$ cat config.mk
export PLATFORM = sky130hd
export DESIGN_NAME = grid_color_ctrl_flat
export DESIGN_NICKNAME = d
export VERILOG_FILES = /design/src/rtl/grid_color_ctrl_if.sv /design/src/rtl/grid_color_ctrl.sv /design/src/flat_wrapper.sv
export SDC_FILE = /design/constraint.sdc
export NUM_CORES = 1
export LEC_CHECK = 0
export ABC_AREA = 1
export BUFFER_PORTS_ARGS = -buffer_cell sky130_fd_sc_hd__buf_2
export CAP_MARGIN = 20
export CORE_ASPECT_RATIO = 1.1
export CORE_MARGIN = 2
export CORE_UTILIZATION = 44
export DETAILED_ROUTE_END_ITERATION = 12
export GPL_TIMING_DRIVEN = 0
export SYNTH_ARGS = -nofsm -noshare
export SYNTH_HDL_FRONTEND = slang
export SYNTH_SLANG_ARGS = --single-unit
$ cat constraint.sdc
create_clock -name clk -period 6.2 [get_ports clk]
set_clock_uncertainty 0.15 [all_clocks]
set_input_delay 0.62 -clock clk [delete_from_list [all_inputs] [get_ports clk]]
set_output_delay 0.62 -clock clk [all_outputs]
set_load 0.005 [all_outputs]
$ cat src/rtl/grid_color_ctrl_if.sv
// grid_color_ctrl_if: request, clear, blanking and renderer read-port signals
// shared between the keypad/renderer side (master) and the grid controller (slave).
interface grid_color_ctrl_if #(
    parameter int unsigned DEPTH = 4
);
    logic                    req_valid;
    logic                    req_ready;
    logic [3:0]              req_pos;
    logic [2:0]              req_color;
    logic                    clr_req;
    logic [2:0]              clr_color;
    logic                    blank;
    logic [3:0]              rd_pos;
    logic [2:0]              rd_color;
    logic                    busy;
    logic [$clog2(DEPTH):0]  pending;

    modport master (
        output req_valid, req_pos, req_color, clr_req, clr_color, blank, rd_pos,
        input  req_ready, rd_color, busy, pending
    );

    modport slave (
        input  req_valid, req_pos, req_color, clr_req, clr_color, blank, rd_pos,
        output req_ready, rd_color, busy, pending
    );
endinterface

$ cat src/rtl/grid_color_ctrl.sv
// grid_color_ctrl: FIFO-buffered write scheduler for the 4x4 colour-grid bank.
// Updates are committed only while blank=1, one bank write per cycle; queued
// requests drain before a pending whole-grid clear sweep starts.
// Optional clear path compiled in with macro GRID_CLEAR_EN.
module grid_color_ctrl #(
    parameter int unsigned DEPTH       = 4,
    parameter logic [2:0]  RESET_COLOR = 3'd0
) (
    input logic              clk,
    input logic              rst,
    grid_color_ctrl_if.slave bus
);
    localparam int unsigned AW = $clog2(DEPTH);
    localparam int unsigned CW = AW + 1;

    typedef enum logic [1:0] {
        S_IDLE,
        S_WAIT_BLANK,
        S_COMMIT,
        S_CLEAR
    } state_t;

    logic [3:0]    r_fifo_pos   [DEPTH];
    logic [2:0]    r_fifo_color [DEPTH];
    logic [AW-1:0] r_wr_ptr;
    logic [AW-1:0] r_rd_ptr;
    logic [CW-1:0] r_count;
    logic [2:0]    r_bank [16];
    state_t        r_state;
    state_t        w_state_next;

    logic          w_ready;
    logic          w_push;
    logic          w_commit;
    logic          w_clear_wr;
    logic          w_fifo_empty;
    logic [CW-1:0] w_count_next;
    logic          w_clr_active;
    logic          w_clr_pend_next;
    logic [2:0]    w_clr_color;
    logic [3:0]    w_sweep;

    assign w_fifo_empty = (r_count == '0);
    assign w_ready      = (r_count != CW'(DEPTH)) & ~w_clr_active;
    assign w_push       = bus.req_valid & w_ready;
    assign w_count_next = r_count + CW'(w_push) - CW'(w_commit);

`ifdef GRID_CLEAR_EN
    logic       r_clr_pend;
    logic [2:0] r_clr_color;
    logic [3:0] r_sweep;

    // Clear stays pending until the 16th fill write; a new request is accepted only when none is outstanding
    assign w_clr_pend_next = (r_clr_pend & ~(w_clear_wr & (r_sweep == 4'd15)))
                           | (bus.clr_req & ~r_clr_pend);

    // Latch the fill colour on acceptance and advance the sweep counter on each fill write
    always_ff @(posedge clk) begin
        if (rst) begin
            r_clr_pend  <= 1'b0;
            r_clr_color <= '0;
            r_sweep     <= '0;
        end else begin
            r_clr_pend <= w_clr_pend_next;
            if (bus.clr_req && !r_clr_pend) begin
                r_clr_color <= bus.clr_color;
            end
            if (w_clear_wr) begin
                r_sweep <= r_sweep + 4'd1;
            end
        end
    end

    assign w_clr_active = r_clr_pend;
    assign w_clr_color  = r_clr_color;
    assign w_sweep      = r_sweep;
`else
    logic w_unused_clr;
    assign w_unused_clr    = ^{bus.clr_req, bus.clr_color};
    assign w_clr_pend_next = 1'b0;
    assign w_clr_active    = 1'b0;
    assign w_clr_color     = '0;
    assign w_sweep         = '0;
`endif

    // FSM state register
    always_ff @(posedge clk) begin
        if (rst) begin
            r_state <= S_IDLE;
        end else begin
            r_state <= w_state_next;
        end
    end

    // Next state classifies the work left after this edge; blank gating of writes is applied in the output logic
    always_comb begin
        w_state_next = r_state;
        if ((w_count_next == '0) && !w_clr_pend_next) begin
            w_state_next = S_IDLE;
        end else if (!bus.blank) begin
            w_state_next = S_WAIT_BLANK;
        end else if (w_count_next != '0) begin
            w_state_next = S_COMMIT;
        end else begin
            w_state_next = S_CLEAR;
        end
    end

    // Bank write strobes: FIFO entries take priority over the clear sweep, and nothing is written outside blank
    always_comb begin
        w_commit   = 1'b0;
        w_clear_wr = 1'b0;
        if (r_state != S_IDLE) begin
            w_commit   = bus.blank & ~w_fifo_empty;
            w_clear_wr = bus.blank & w_fifo_empty & w_clr_active;
        end
    end

    // FIFO storage written on push
    always_ff @(posedge clk) begin
        if (w_push) begin
            r_fifo_pos[r_wr_ptr]   <= bus.req_pos;
            r_fifo_color[r_wr_ptr] <= bus.req_color;
        end
    end

    // FIFO pointers and occupancy; pointers wrap naturally since DEPTH is a power of two
    always_ff @(posedge clk) begin
        if (rst) begin
            r_wr_ptr <= '0;
            r_rd_ptr <= '0;
            r_count  <= '0;
        end else begin
            if (w_push) begin
                r_wr_ptr <= r_wr_ptr + 1'b1;
            end
            if (w_commit) begin
                r_rd_ptr <= r_rd_ptr + 1'b1;
            end
            r_count <= w_count_next;
        end
    end

    // Colour bank: reset fill, FIFO head commit, or one clear-sweep cell per cycle
    always_ff @(posedge clk) begin
        if (rst) begin
            for (int unsigned i = 0; i < 16; i++) begin
                r_bank[i] <= RESET_COLOR;
            end
        end else if (w_commit) begin
            r_bank[r_fifo_pos[r_rd_ptr]] <= r_fifo_color[r_rd_ptr];
        end else if (w_clear_wr) begin
            r_bank[w_sweep] <= w_clr_color;
        end
    end

    assign bus.req_ready = w_ready;
    assign bus.rd_color  = r_bank[bus.rd_pos];
    assign bus.busy      = ~w_fifo_empty | w_clr_active;
    assign bus.pending   = r_count;
endmodule

$ cat src/flat_wrapper.sv
// flat-port wrapper written by rule: the top's interface ports become plain ports
module grid_color_ctrl_flat 
#(
    parameter int unsigned DEPTH       = 4,
    parameter logic [2:0]  RESET_COLOR = 3'd0
)
  (clk, rst, bus_req_valid, bus_req_pos, bus_req_color, bus_clr_req, bus_clr_color, bus_blank, bus_rd_pos, bus_req_ready, bus_rd_color, bus_busy, bus_pending);
  grid_color_ctrl_if #(.DEPTH(DEPTH)) bus_i ();
  input logic clk;
  input logic rst;
  input wire logic [$bits(bus_i.req_valid)-1:0] bus_req_valid;
  input wire logic [$bits(bus_i.req_pos)-1:0] bus_req_pos;
  input wire logic [$bits(bus_i.req_color)-1:0] bus_req_color;
  input wire logic [$bits(bus_i.clr_req)-1:0] bus_clr_req;
  input wire logic [$bits(bus_i.clr_color)-1:0] bus_clr_color;
  input wire logic [$bits(bus_i.blank)-1:0] bus_blank;
  input wire logic [$bits(bus_i.rd_pos)-1:0] bus_rd_pos;
  output wire logic [$bits(bus_i.req_ready)-1:0] bus_req_ready;
  output wire logic [$bits(bus_i.rd_color)-1:0] bus_rd_color;
  output wire logic [$bits(bus_i.busy)-1:0] bus_busy;
  output wire logic [$bits(bus_i.pending)-1:0] bus_pending;
  assign bus_i.req_valid = bus_req_valid;
  assign bus_i.req_pos = bus_req_pos;
  assign bus_i.req_color = bus_req_color;
  assign bus_i.clr_req = bus_clr_req;
  assign bus_i.clr_color = bus_clr_color;
  assign bus_i.blank = bus_blank;
  assign bus_i.rd_pos = bus_rd_pos;
  assign bus_req_ready = bus_i.req_ready;
  assign bus_rd_color = bus_i.rd_color;
  assign bus_busy = bus_i.busy;
  assign bus_pending = bus_i.pending;
  grid_color_ctrl #(.DEPTH(DEPTH), .RESET_COLOR(RESET_COLOR)) u_core (.clk(clk), .rst(rst), .bus(bus_i));
endmodule
==> impl_metrics.csv <==
group,metric,value,unit
detailed_routing,dr.first_iter.drc_count,103,
hold_path,min_from,"bus_req_pos[3]",
yosys,synth_top_area_share,0.532,
grt,gr-total-overflow,0,
clocking,cts.repair.resized,0,
place,port_buffers,20,
clocking,cts_max_level,3,
clocking,clock-root-buffer,"clkbuf_8",
sta,max_slew_margin,0.566,
worst_setup_path,crit_buf_inv,4,
worst_setup_path,end_kind,"output port",
worst_setup_path,path_cells,"buf_2, inv_1, clkbuf_1, o21ai_0, nand3_1, nand3_1, nand2_1, buf_2",
floorplan,die_y,108,µm
sta,min_period,2.67,ns
place,dp_hpwl,6.35,mm
yosys,synthArstFlopShare,0,
worst_setup_path,critPathMaxFanout,10,
worst_setup_path,critPathLaunchType,"input pin",
yosys,syn_nets,460,
place,placed_area,0.00454,mm²
yosys,ys_top_cells_by_area,"edfxtp_1 53%, nand2_1 8.2%, nor2_1 7.4%, dfxtp_1 5.1%, nand3_2 4.2%",
layout,n_fill_cell,874,
floorplan,die-width,98.1,µm
hold_path,min_to,"u_core.r_fifo_pos[1][3]",
clocking,clkSinkCount,87,
sta,setup_violations,0,
power_and_ir_drop,cell_internal_pwr,1.05,mW
floorplan,start_util,0.456,
layout,area_delta_synth_final,10.9,%
clocking,clkTransAtPathRegs,0.09,ns
sta,worst_slack,3.53,ns
power_and_ir_drop,comb_power_share,0.254,
power_and_ir_drop,p_switching,0.485,mW
worst_setup_path,cpPeakStageDelay,0.37,ns
sta,rsz0062_at_grt,"false",
worst_setup_path,crit_family,"buffers and inverters",
yosys,synthCells,435,
worst_setup_path,critical_path_class,"input pin to output port",
layout,fin_area,0.00476,mm²
hold_path,hold_depth,1,
worst_setup_path,arrival,1.90,ns
clocking,cts_hold_buf,0,
power_and_ir_drop,p_per_area,323,mW/mm²
layout,fin_nets,491,
yosys,seq_area_frac_synth,0.583,
grt,grt_start_max_net_pins,15,
power_and_ir_drop,power_leakage,2.00,nW
worst_setup_path,critPathSlowestCell,"clkbuf_1",
worst_setup_path,reg2reg_to,"u_core.r_state[0]",
layout,drive_gt1_frac,0.195,
sta,drv_slew,0,
hold_path,hp-class,"input pin to flop",
power_and_ir_drop,peakVddDrop,215,µV
yosys,synthDistinctLibCells,29,
floorplan,pin_count,27,
worst_setup_path,rr_startpoint,"u_core.bus.pending[1]",
detailed_routing,antenna_left,0,
layout,antennaDiodeCount,0,
clocking,cts_tree,"built",
power_and_ir_drop,seq_power_share,0.461,
power_and_ir_drop,swShare,0.316,
sta,finalCritPeriodShare,0.431,
yosys,synth.largest_area_cell,"edfxtp_1",
detailed_routing,wl,8.40,mm
detailed_routing,wl_per_cell,14.3,µm
worst_setup_path,reg2reg_slack,3.92,ns
yosys,yosys_warnings,0,
clocking,cts_buffer_depth,2,
yosys,ys.flop_type,"edfxtp_1",
status,outcome,"completed",
layout,final_util,0.506,
worst_setup_path,required,5.43,ns
grt,grt_pass1_vias,2854,
place,gp_congestion,0.749,
floorplan,die-area,0.0106,mm²
sta,tightest_slew,0.648,ns
detailed_routing,drc,0,
yosys,ys_ff_latch,87,
power_and_ir_drop,clockPowerShare,0.285,
worst_setup_path,ff2ff_path_depth,12,
run,drv_cap,0,
detailed_routing,viasPerCell,4.93,
yosys,netlist_area,0.00429,mm²
grt,gr-usage-all-layers,0.171,
sta,fin_setup_tns,0,ns
place,place_ws,3.51,ns
detailed_routing,drt_first_pass_iters,4,
grt,antenna_found_initial,0,
clocking,post-cts-setup-buffers,0,
detailed_routing,dr_total_vias,2900,
floorplan,coreArea,0.00940,mm²
yosys,synth_edf_count,76,
sta,timing_hold_violations_final,0,
yosys,avgSynthCellArea,9.86,µm²
grt,grt_pass1_wl,13.7,mm
sta,max_freq,374,MHz
clocking,cts_buffers,9,
clocking,clock_latency,0.35,ns
floorplan,rows,37,
how the worst max path moves through the flow:
stage | startpoint | endpoint | slack [ns] | cells after the start
floorplan | bus_blank | u_core.r_state[0] | 3.90 | 12
CTS | bus_rd_pos[0] | bus_rd_color[2] | 3.51 | 8
finish | bus_rd_pos[0] | bus_rd_color[2] | 3.53 | 8
global route | bus_rd_pos[0] | bus_rd_color[0] | 3.38 | 8
global placement | bus_rd_pos[0] | bus_rd_color[2] | 3.55 | 8
detailed placement | bus_rd_pos[0] | bus_rd_color[2] | 3.51 | 8
power groups by stage:
stage | combinational (mW) | clock (mW) | sequential, mW
floorplan | 0.293 | 0 | 0.719
finish | 0.390 | 0.438 | 0.708
detailed placement | 0.399 | 0 | 0.722
global route | 0.439 | 0.467 | 0.714
global placement | 0.390 | 0 | 0.721
CTS | 0.399 | 0.448 | 0.709
placed cells by master, fill, tap and decap left out:
master | synthesis | layout
buf_2 | 6 | 26
clkbuf_4 | 1 | 1
buf_4 | 3 | 3
nand3_2 | 18 | 18
edfxtp_1 | 76 | 76
a21oi_1 | 6 | 6
nor2_1 | 85 | 85
o21ai_0 | 19 | 19
clkbuf_8 | 0 | 10
o21bai_1 | 1 | 1
inv_6 | 1 | 1
dfxtp_1 | 11 | 11
nand2_4 | 5 | 5
nor2_4 | 6 | 6
nand3_1 | 27 | 27
nor2_8 | 1 | 1
bufinv_16 | 0 | 2
buf_6 | 3 | 3
ha_1 | 5 | 5
inv_1 | 38 | 38
o211ai_1 | 8 | 8
nand2_1 | 94 | 94
xor2_1 | 1 | 1
clkbuf_1 | 5 | 5
o22a_2 | 3 | 3
xnor2_1 | 1 | 1
fa_1 | 1 | 1
nand2_2 | 7 | 7
buf_8 | 1 | 1
clkinv_2 | 1 | 4
o21ai_1 | 1 | 1
clkinv_4 | 0 | 1
cell families (layout without fill, tap and decap cells):
logic type | Yosys count | after routing | share of synthesized area
flip-flops | 87 | 87 | 0.583
XOR/XNOR | 2 | 2 | 0.00408
adder cells (fa/ha/maj) | 6 | 6 | 0.0193
buffers and inverters | 59 | 95 | 0.0662
AO/OA/AOI/OAI | 38 | 38 | 0.0531
AND/OR/NAND/NOR | 243 | 243 | 0.274
cells in the mapped netlist (3+ instances only):
master    number
nand3_2       18
buf_6          3
nand2_1       94
nor2_1        85
nand2_2        7
clkbuf_1       5
buf_4          3
inv_1         38
nand3_1       27
edfxtp_1      76
a21oi_1        6
o22a_2         3
o21ai_0       19
dfxtp_1       11
buf_2          6
nand2_4        5
o211ai_1       8
ha_1           5
nor2_4         6
area by class of cell:
cell class / count / area (µm²) / share of cell area
sequential: 87 / 2500 / 0.526
timing repair buffer: 20 / 100 / 0.0210
buffer: 19 / 128 / 0.0268
clock inverter: 6 / 83.8 / 0.0176
clock buffer: 10 / 138 / 0.0289
inverter: 40 / 156 / 0.0329
tap: 117 / 146 / 0.0308
multi-input combinational: 289 / 1500 / 0.316
registers in the layout, indices dropped and copies added, names as in the netlist, named ones only:
register	count
u_core.r_rd_ptr	2
u_core.r_fifo_pos	16
u_core.r_state	2
u_core.bus.pending	3
u_core.r_wr_ptr	2
u_core.r_fifo_color	12
u_core.r_bank	48
per-stage QoR:
step | std cells | power (mW) | hold slack [ns]
finish | 588 | 1.54 | 0.325
global placement | 572 | 1.11 | 0.316
detailed placement | 572 | 1.12 | 0.323
global route | 588 | 1.62 | 0.316
floorplan | 435 | 1.01 | 0.304
CTS | 588 | 1.56 | 0.307
metal layers:
metal | wire length [µm] | vias to the layer above | GRT usage | part of all wire
li1 | - | 1499 | - | -
met1 | 3560 | 1345 | 0.194 | 0.42
met2 | 4470 | 46 | 0.319 | 0.53
met3 | 231 | 10 | 0.0266 | 0.028
met4 | 132 | 0 | 0.0705 | 0.016
met5 | 0 | - | 0 | 0
No activity file was read; power rests on OpenSTA's default activity.
